<file path="config.mk">
export PLATFORM = sky130hd
export DESIGN_NAME = scr1_pipe_fpwb
export DESIGN_NICKNAME = d
export VERILOG_FILES = /design/src/rtl/scr1_pipe_fpwb_pkg.sv /design/src/rtl/scr1_pipe_fpwb_fifo.sv /design/src/rtl/scr1_pipe_fpwb.sv
export SDC_FILE = /design/constraint.sdc
export NUM_CORES = 1
export LEC_CHECK = 0
export ABC_AREA = 1
export BUFFER_PORTS_ARGS = -buffer_cell sky130_fd_sc_hd__buf_2
export CAP_MARGIN = 20
export CORE_MARGIN = 2
export CORE_UTILIZATION = 50
export DETAILED_ROUTE_END_ITERATION = 10
export HOLD_SLACK_MARGIN = 0.06
export MAX_ROUTING_LAYER = met4
export PLACE_DENSITY_LB_ADDON = 0.12
export SYNTH_ARGS = -nofsm -noshare
export SYNTH_HDL_FRONTEND = slang
export SYNTH_SLANG_ARGS = --single-unit
</file>
<file path="constraint.sdc">
create_clock -name clk -period 2.35 [get_ports clk]
set_input_delay 0.1175 -clock clk [delete_from_list [all_inputs] [get_ports clk]]
set_output_delay 0.1175 -clock clk [all_outputs]
set_load 0.02 [all_outputs]
</file>
<file path="src/rtl/scr1_pipe_fpwb_pkg.sv">
// Shared FP write-back types and widths.
// No ports: imported by the FP write-back stage and its FIFO.
package scr1_pipe_fpwb_pkg;

  localparam int unsigned SCR1_MPRF_AWIDTH = 5;
  localparam int unsigned SCR1_XLEN        = 32;
  localparam int unsigned SCR1_FPWB_DEPTH  = 2;

  typedef logic [SCR1_MPRF_AWIDTH-1:0] type_scr1_fprf_addr_v;
  typedef logic [SCR1_XLEN-1:0]        type_scr1_fprf_data_v;

  typedef struct packed {
    type_scr1_fprf_addr_v frd;
    type_scr1_fprf_data_v data;
  } type_scr1_fpwb_req_s;

  function automatic int unsigned fpwb_cnt_w(
    input int unsigned depth
  );
    return $clog2(depth) + 1;
  endfunction

endpackage

</file>
<file path="src/rtl/scr1_pipe_fpwb_fifo.sv">
// Synchronous FIFO buffering FPU results.
// Ports: clk, rst_n, push/wdata, pop/rdata, empty, full.
module scr1_pipe_fpwb_fifo
  import scr1_pipe_fpwb_pkg::*;
#(
  parameter int unsigned DEPTH = 2,
  parameter int unsigned WIDTH = 37
) (
  input  logic             clk,
  input  logic             rst_n,
  input  logic             push,
  input  logic [WIDTH-1:0] wdata,
  input  logic             pop,
  output logic [WIDTH-1:0] rdata,
  output logic             empty,
  output logic             full
);

  localparam int unsigned PW = $clog2(DEPTH);
  localparam int unsigned CW = fpwb_cnt_w(DEPTH);

  logic [WIDTH-1:0] mem [DEPTH];
  logic [PW-1:0]    wptr;
  logic [PW-1:0]    rptr;
  logic [CW-1:0]    cnt;
  logic             do_push;
  logic             do_pop;

  assign do_push = push & ~full;
  assign do_pop  = pop & ~empty;
  assign empty   = (cnt == '0);
  assign full    = (cnt == CW'(DEPTH));
  assign rdata   = mem[rptr];

  always_ff @(posedge clk or negedge rst_n) begin
    if (!rst_n) begin
      wptr <= '0;
      rptr <= '0;
      cnt  <= '0;
    end else begin
      if (do_push) wptr <= wptr + 1'b1;
      if (do_pop)  rptr <= rptr + 1'b1;
      if (do_push & ~do_pop)
        cnt <= cnt + 1'b1;
      else if (do_pop & ~do_push)
        cnt <= cnt - 1'b1;
    end
  end

  always_ff @(posedge clk) begin
    if (do_push) mem[wptr] <= wdata;
  end

endmodule

</file>
<file path="src/rtl/scr1_pipe_fpwb.sv">
// FP write-back: LSU/FPU merge, FPRF write port, hazard scoreboard.
// Ports: EXU issue/decode/hazard/busy, FPU and LSU results, FPRF write.
module scr1_pipe_fpwb
  import scr1_pipe_fpwb_pkg::*;
#(
  parameter int unsigned FIFO_DEPTH = SCR1_FPWB_DEPTH,
  parameter int unsigned AWIDTH     = SCR1_MPRF_AWIDTH,
  parameter int unsigned DWIDTH     = SCR1_XLEN
) (
  input  logic              clk,
  input  logic              rst_n,
  input  logic              exu2fpwb_issue_i,
  input  logic [AWIDTH-1:0] exu2fpwb_issue_frd_i,
  input  logic [AWIDTH-1:0] exu2fpwb_frs1_addr_i,
  input  logic [AWIDTH-1:0] exu2fpwb_frs2_addr_i,
  input  logic [AWIDTH-1:0] exu2fpwb_frs3_addr_i,
  input  logic [AWIDTH-1:0] exu2fpwb_frd_addr_i,
  output logic              fpwb2exu_hazard_o,
  output logic              fpwb2exu_busy_o,
  input  logic              fpu2fpwb_vd_i,
  input  logic [AWIDTH-1:0] fpu2fpwb_frd_i,
  input  logic [DWIDTH-1:0] fpu2fpwb_data_i,
  output logic              fpwb2fpu_rdy_o,
  input  logic              lsu2fpwb_vd_i,
  input  logic [AWIDTH-1:0] lsu2fpwb_frd_i,
  input  logic [DWIDTH-1:0] lsu2fpwb_data_i,
  output logic              fpwb2fprf_w_req_o,
  output logic [AWIDTH-1:0] fpwb2fprf_frd_addr_o,
  output logic [DWIDTH-1:0] fpwb2fprf_frd_data_o
);

  localparam int unsigned NREG = 2 ** AWIDTH;
  localparam int unsigned RW   = AWIDTH + DWIDTH;

  logic            f_push;
  logic            f_pop;
  logic            f_empty;
  logic            f_full;
  logic [RW-1:0]   f_wdata;
  logic [RW-1:0]   f_rdata;
  logic [NREG-1:0] sb;
  logic [NREG-1:0] sb_nxt;

  assign f_push  = fpu2fpwb_vd_i & ~f_full;
  assign f_pop   = ~lsu2fpwb_vd_i & ~f_empty;
  assign f_wdata = {fpu2fpwb_frd_i, fpu2fpwb_data_i};

  scr1_pipe_fpwb_fifo #(
    .DEPTH (FIFO_DEPTH),
    .WIDTH (RW)
  ) i_fifo (
    .clk   (clk),
    .rst_n (rst_n),
    .push  (f_push),
    .wdata (f_wdata),
    .pop   (f_pop),
    .rdata (f_rdata),
    .empty (f_empty),
    .full  (f_full)
  );

  assign fpwb2fpu_rdy_o = ~f_full;

  always_ff @(posedge clk or negedge rst_n) begin
    if (!rst_n) begin
      fpwb2fprf_w_req_o    <= 1'b0;
      fpwb2fprf_frd_addr_o <= '0;
      fpwb2fprf_frd_data_o <= '0;
    end else begin
      fpwb2fprf_w_req_o <= lsu2fpwb_vd_i | ~f_empty;
      if (lsu2fpwb_vd_i) begin
        fpwb2fprf_frd_addr_o <= lsu2fpwb_frd_i;
        fpwb2fprf_frd_data_o <= lsu2fpwb_data_i;
      end else if (~f_empty) begin
        fpwb2fprf_frd_addr_o <= f_rdata[RW-1:DWIDTH];
        fpwb2fprf_frd_data_o <= f_rdata[DWIDTH-1:0];
      end
    end
  end

  // Set is applied after clear so a same-register race keeps the bit.
  always_comb begin
    sb_nxt = sb;
    if (fpwb2fprf_w_req_o)
      sb_nxt[fpwb2fprf_frd_addr_o] = 1'b0;
    if (exu2fpwb_issue_i)
      sb_nxt[exu2fpwb_issue_frd_i] = 1'b1;
    sb_nxt[0] = 1'b0;
  end

  always_ff @(posedge clk or negedge rst_n) begin
    if (!rst_n) sb <= '0;
    else        sb <= sb_nxt;
  end

  assign fpwb2exu_hazard_o = sb[exu2fpwb_frs1_addr_i]
                           | sb[exu2fpwb_frs2_addr_i]
                           | sb[exu2fpwb_frs3_addr_i]
                           | sb[exu2fpwb_frd_addr_i];

  assign fpwb2exu_busy_o = ~f_empty
                         | fpwb2fprf_w_req_o
                         | (|sb);

endmodule

</file>
Word-level counts from Yosys, hierarchy flattened
Memory sizes are Yosys's and may differ from the RTL's. Cells that the tools add are included. W data, S select, Z words.

Mux-type cells: 22. Eq/ne operators: 2. Bitwise logic cells: 20. Add/sub/neg operators: 4. Reductions and logical operators: 5. Magnitude comparators: 8.

Operator list (number): $mux W32 (4); $lt A5 B6 Y1 const B (6); $and A32 B32 Y32 (1); $not A32 Y32 (1); $or A32 B32 Y32 (1); $reduce_or A31 Y1 (1); $bmux W1 S5 (4); $demux W1 S5 (2); $ge A5 B1 Y1 const B (2); $mux W5 (2); $mux W1 (8); $and A1 B1 Y1 (6); $or A1 B1 Y1 (6); $not A1 Y1 (5); $mux W2 (2); $add A1 B1 Y1 const B (2); $add A2 B1 Y2 const B (1); $eq A2 B2 Y1 const B (1); $logic_and A1 B1 Y1 (2); $logic_not A2 Y1 (1); $ne A2 B2 Y1 const B (1); $reduce_bool A2 Y1 (1); $sub A2 B1 Y2 const B (1).

Register bits after elaboration: 73. Bits in writable memories: 74. Word-level logic and storage cells: 69. Memories kept: 1.

Memory list: i_fifo.mem (words 2, bits a word 37, read ports 1, clocked after Yosys merged registers in 0, wr ports 1, line scr1_pipe_fpwb_fifo.sv:22) `logic [WIDTH-1:0] mem [DEPTH];`.

Longest topological paths before layout
Depth in word-level cells: 9. Gate-level depth with buffers: 12.

Hierarchy
From an unflattened synthesis, not the netlist that was laid out.

Cells, all modules: 879. Area, all modules: 7305.8 sq um.

Modules (own cells, without submodules): scr1_pipe_fpwb (area each 4362.9 sq um, sequential area each 1726.7 sq um, cells each 654, instances 1); scr1_pipe_fpwb_fifo (area each 2942.8 sq um, sequential area each 2322.2 sq um, cells each 225, instances 1).

Least setup slack after synthesis
OpenSTA, ideal clock, no wires.

Path type: reg2reg. Start point: reg i_fifo.cnt[0]. End point: mem i_fifo.mem[1][0] (enable). Cell stages (with the launch flop): 5. Period minus slack after synthesis: 2.769 ns. Data arrival time: 2.337 ns. Path slack: -0.419 ns. Cells stage by stage: dfrtp_1 -> inv_1 -> nand2_1 -> nand2_1 -> nor2_1.

Cells in the longest elaborated chain, start to end: 6.

Ends and longest elaborated chain: start: declaration (line scr1_pipe_fpwb_fifo.sv:25) `logic [CW-1:0] cnt;`; start signal: assignment (line scr1_pipe_fpwb_fifo.sv:44) `cnt <= cnt + 1'b1;`; start signal: assignment (line scr1_pipe_fpwb_fifo.sv:46) `cnt <= cnt - 1'b1;`; $eq A2 B2 Y1 * (line scr1_pipe_fpwb_fifo.sv:32) `assign full = (cnt == CW'(DEPTH));`; $not A1 Y1 *; net fpwb2fpu_rdy_o (line scr1_pipe_fpwb.sv:23) `output logic fpwb2fpu_rdy_o,`; $and A1 B1 Y1 (line scr1_pipe_fpwb.sv:44) `assign f_push = fpu2fpwb_vd_i & ~f_full;`; $and A1 B1 Y1 * (line scr1_pipe_fpwb_fifo.sv:29) `assign do_push = push & ~full;`; $mux W1 * (line scr1_pipe_fpwb_fifo.sv:51) `if (do_push) mem[wptr] <= wdata;`; $mux W1 (implied by the code) * (line scr1_pipe_fpwb_fifo.sv:51); end: declaration (line scr1_pipe_fpwb_fifo.sv:22).

The timed path passes the listed nets; every way through them passes the cells marked *.

Worst setup path after layout
Start point: reg sb[27]. End point: out fpwb2exu_hazard_o.

Cells in the longest elaborated chain, start to end: 5.

Ends and longest elaborated chain: start: declaration (line scr1_pipe_fpwb.sv:41) `logic [NREG-1:0] sb;`; start signal: assignment (line scr1_pipe_fpwb.sv:93) `else sb <= sb_nxt;`; $bmux W1 S5 (on tied branches) (line scr1_pipe_fpwb.sv:96, scr1_pipe_fpwb.sv:97); $mux W1 (on tied branches) (line scr1_pipe_fpwb.sv:96, scr1_pipe_fpwb.sv:97); $or A1 B1 Y1 (line scr1_pipe_fpwb.sv:97) `| sb[exu2fpwb_frs2_addr_i]`; $or A1 B1 Y1 (line scr1_pipe_fpwb.sv:98) `| sb[exu2fpwb_frs3_addr_i]`; $or A1 B1 Y1 * (line scr1_pipe_fpwb.sv:99) `| sb[exu2fpwb_frd_addr_i];`; end: declaration (line scr1_pipe_fpwb.sv:18) `output logic fpwb2exu_hazard_o,`.

Mark *: on every way between the ends. The rest lies on a longest branch, timed or not. The select of a mux whose other input is x is not followed.

==> results.ini <==
[timing]
drv_slew=0
final.setup.tns_ns=0
rsz0062_at_grt=false
worst_pin_slew_ns=0.951
timing.fmax_mhz=512
layout_setup_ws_ns=0.398
setup_violations=0
fin_crit_sh_pct=83.1
finClkSkew_ns=0.0110
finalCriticalPeriod_ns=1.95
finalHoldViolations=0
relSlewSlack_pct=36.6

[synthesis]
synthCells=813
yosysWarningCount=0
synth_fp_nets=918
ys_ff_latch=147
yosysUniqueCellTypes=30
ys_seq_area_share_pct=56.5
netlist_area_mm2=0.00716
synth.avg_cell_area_um2=8.81

[power]
ir_worst_vdd_mv=0.860
p_per_area_mw_per_mm2=1140
switching_power_w=0.00409
clock_power_share_pct=26.1
p_sw_share_pct=38.7
leakage_nw=4.09
finalPower_w=0.0106
combPwrFrac_pct=30.2
internal-power_w=0.00648
seq_power_share_pct=43.7

[critical_path]
required_ns=2.23
worstReg2RegEnd=i_fifo.cnt[1]
path_max_fanout=6
rr_startpoint=i_fifo.cnt[1]
worstSetupEndpointType=primary output
critPathLaunchType=register
critPathArrivalTime_ns=1.83
reg2reg_depth=7
crit_type=reg -> out
r2r_slack_ns=0.58

[clocking]
cts_num_sinks=147
ctsRootBufferMaster=clkbuf_16
ctsHtreeMaxLevel=4
clkTransAtPathRegs_ns=0.06
cts_buffers=17
cts_tree=done
clock_latency_ns=0.42
clockBufferDepth=2

[floorplanning]
rows=43
fp.dieW_um=124
initial_core_util_pct=51.4
die_area_mm2=0.0153
core_area_mm2=0.0139
die_y_um=124
io_pins=145

[placed_design]
routabilityCongestion=0.915
preCtsSetupSlack_ns=0.595
dp.cells=1107
placed_area_mm2=0.00793
port_buffers=144
dp.final_hpwl_mm=12.5

[drt]
wl_per_cell_um=16.3
via_per_inst=5.42
antenna_left=0
dr.pass1.iters=6
drt_iter0_markers=727
drcViolationCount=0
vias=6602
routed_wl_mm=19.9

[grt]
antenna_found_initial=3
track_usage_pct=27.7
grt_first_pass_wirelength_mm=31.0
overflow=0
grt_max_degree=74
grt_pass1_vias=6094

[flow_run]
cap_violations=0

[cells_and_area]
syn_to_final_growth_pct=29.8
final_area_mm2=0.00930
stdcell_count=1217
drive_gt1_share_pct=18.7
nets=1126

[worst_hold_path]
min_delay_path_depth=3
min_path_type=in -> reg
holdPathEnd=sb[31]
min_from=exu2fpwb_issue_frd_i[4]

[run_status]
status=finished, final reports clean

-- cells in the mapped netlist --
library cell  number  area, µm²
o311ai_1          15        131
inv_6              1       8.76
inv_1             53        199
nor2_4             1       11.3
clkbuf_1           3       11.3
a21oi_1           37        185
clkbuf_2           1       5.00
ha_1               1       12.5
nand4_1            2       12.5
nand3_1          132        661
buf_6             10        113
nor4_1             7       43.8
inv_2              4       15.0
nor2_2             2       12.5
dfrtp_1           73       1830
o21ai_0           84        420
o211ai_1           4       30.0
buf_2             13       65.1
o21ai_1            1       5.00
nand3b_1           2       15.0
nor3_1             1       5.00
edfxtp_1          74       2220
nand2_1          233        875
nor2_1            43        161
xor2_1             1       8.76
o311ai_0           2       17.5
buf_4              6       45.0
inv_4              3       18.8
xnor2_1            2       17.5
buf_1              2       7.51
-- kinds of logic (layout without fill, tap and decap cells) --
| kind of cell | after synthesis | after routing | synth area share (%) |
|---|---|---|---|
| AND/OR/NAND/NOR | 423 | 423 | 25.1 |
| flip-flops | 147 | 147 | 56.5 |
| other | 0 | 3 | 0 |
| adder cells (fa/ha/maj) | 1 | 1 | 0.175 |
| AO/OA/AOI/OAI | 143 | 143 | 11.0 |
| XOR/XNOR | 3 | 3 | 0.367 |
| buffers and inverters | 96 | 317 | 6.81 |
-- state kept, by name, summed over array words and instances, names as in the netlist --
signal / cells
i_fifo.wptr: 1
sb: 31
fpwb2fprf_frd_addr_o: 5
i_fifo.rptr: 1
i_fifo.mem: 74
i_fifo.cnt: 2
fpwb2fprf_frd_data_o: 32
fpwb2fprf_w_req_o: 1
-- critical path, stage by stage, from the launching register on --
cell	delay [ns]
dfrtp_1	0.51
inv_1	0.10
nand2_1	0.05
nand3_1	0.09
nand3_1	0.07
nand2_1	0.08
nand2_1	0.05
nand3_1	0.07
nand2_1	0.06
nor2_1	0.12
nand2_1	0.06
buf_2	0.15
-- routing by layer --
| metal | global-route usage, % | part of all wire [%] |
|---|---|---|
| met3 | 6.23 | 8.8 |
| met5 | - | 0 |
| met1 | 36.7 | 42 |
| met2 | 41.9 | 46 |
| met4 | 10.5 | 2.7 |
-- layout make-up --
type	count	area (µm²)
Fill cell	1154	4640
Sequential cell	147	4050
Antenna cell	3	7.51
Tap cell	180	225
Multi-Input combinational cell	570	2640
Timing Repair Buffer	224	1520
Inverter	61	241
Clock buffer	20	457
Clock inverter	12	155
-- power by group through the flow --
stage	clock network, W	logic (W)	registers (W)
after floorplan	0	0.00189	0.00454
after global placement	0	0.00305	0.00462
after detailed placement	0	0.00311	0.00462
after CTS	0.00277	0.00321	0.00458
after global routing	0.00290	0.00361	0.00469
final	0.00276	0.00319	0.00462
-- how the worst max path moves through the flow --
stage,start,endpoint,depth (start not counted)
finish,sb[27],fpwb2exu_hazard_o,11
global route,sb[27],fpwb2exu_hazard_o,11
CTS,sb[25],fpwb2exu_hazard_o,11
detailed placement,i_fifo.cnt[1],i_fifo.cnt[1],7
global placement,i_fifo.cnt[1],i_fifo.cnt[1],7
floorplan,i_fifo.cnt[0],i_fifo.mem[1][0],4
-- stage by stage --
step | hold WS (ns) | util, %
finish | 0.0810 | 66.7
global route | 0.101 | 66.7
CTS | 0.0772 | 66.7
detailed placement | 0.308 | 56.9
global placement | 0.305 | 56.9
floorplan | -0.178 | -
-- cell usage in the layout (no fill, tap or decap), drive strengths merged --
| master | Yosys | routed |
|---|---|---|
| nand2 | 233 | 233 |
| buf | 31 | 149 |
| nand3 | 132 | 132 |
| o21ai | 85 | 85 |
| dlygate4sd3 | 0 | 75 |
| edfxtp | 74 | 74 |
| dfrtp | 73 | 73 |
| inv | 61 | 62 |
| nor2 | 46 | 46 |
| a21oi | 37 | 37 |
| clkbuf | 4 | 20 |
| o311ai | 17 | 17 |
| nor4 | 7 | 7 |
| clkinv | 0 | 6 |
| o211ai | 4 | 4 |
| diode | 0 | 3 |
| bufinv | 0 | 3 |
| nand3b | 2 | 2 |
| nand4 | 2 | 2 |
| xnor2 | 2 | 2 |
| clkinvlp | 0 | 2 |
| nor3 | 1 | 1 |
| xor2 | 1 | 1 |
| ha | 1 | 1 |
-- timing repair --
item | 4_1_cts | 5_1_grt
setup buffers | 0 | 0
resized for setup | 0 | 0
hold buffers | 75 | 0
endpoints found under the hold margin | 184 | 0
Note: power is estimated with default switching activity, not from simulation.
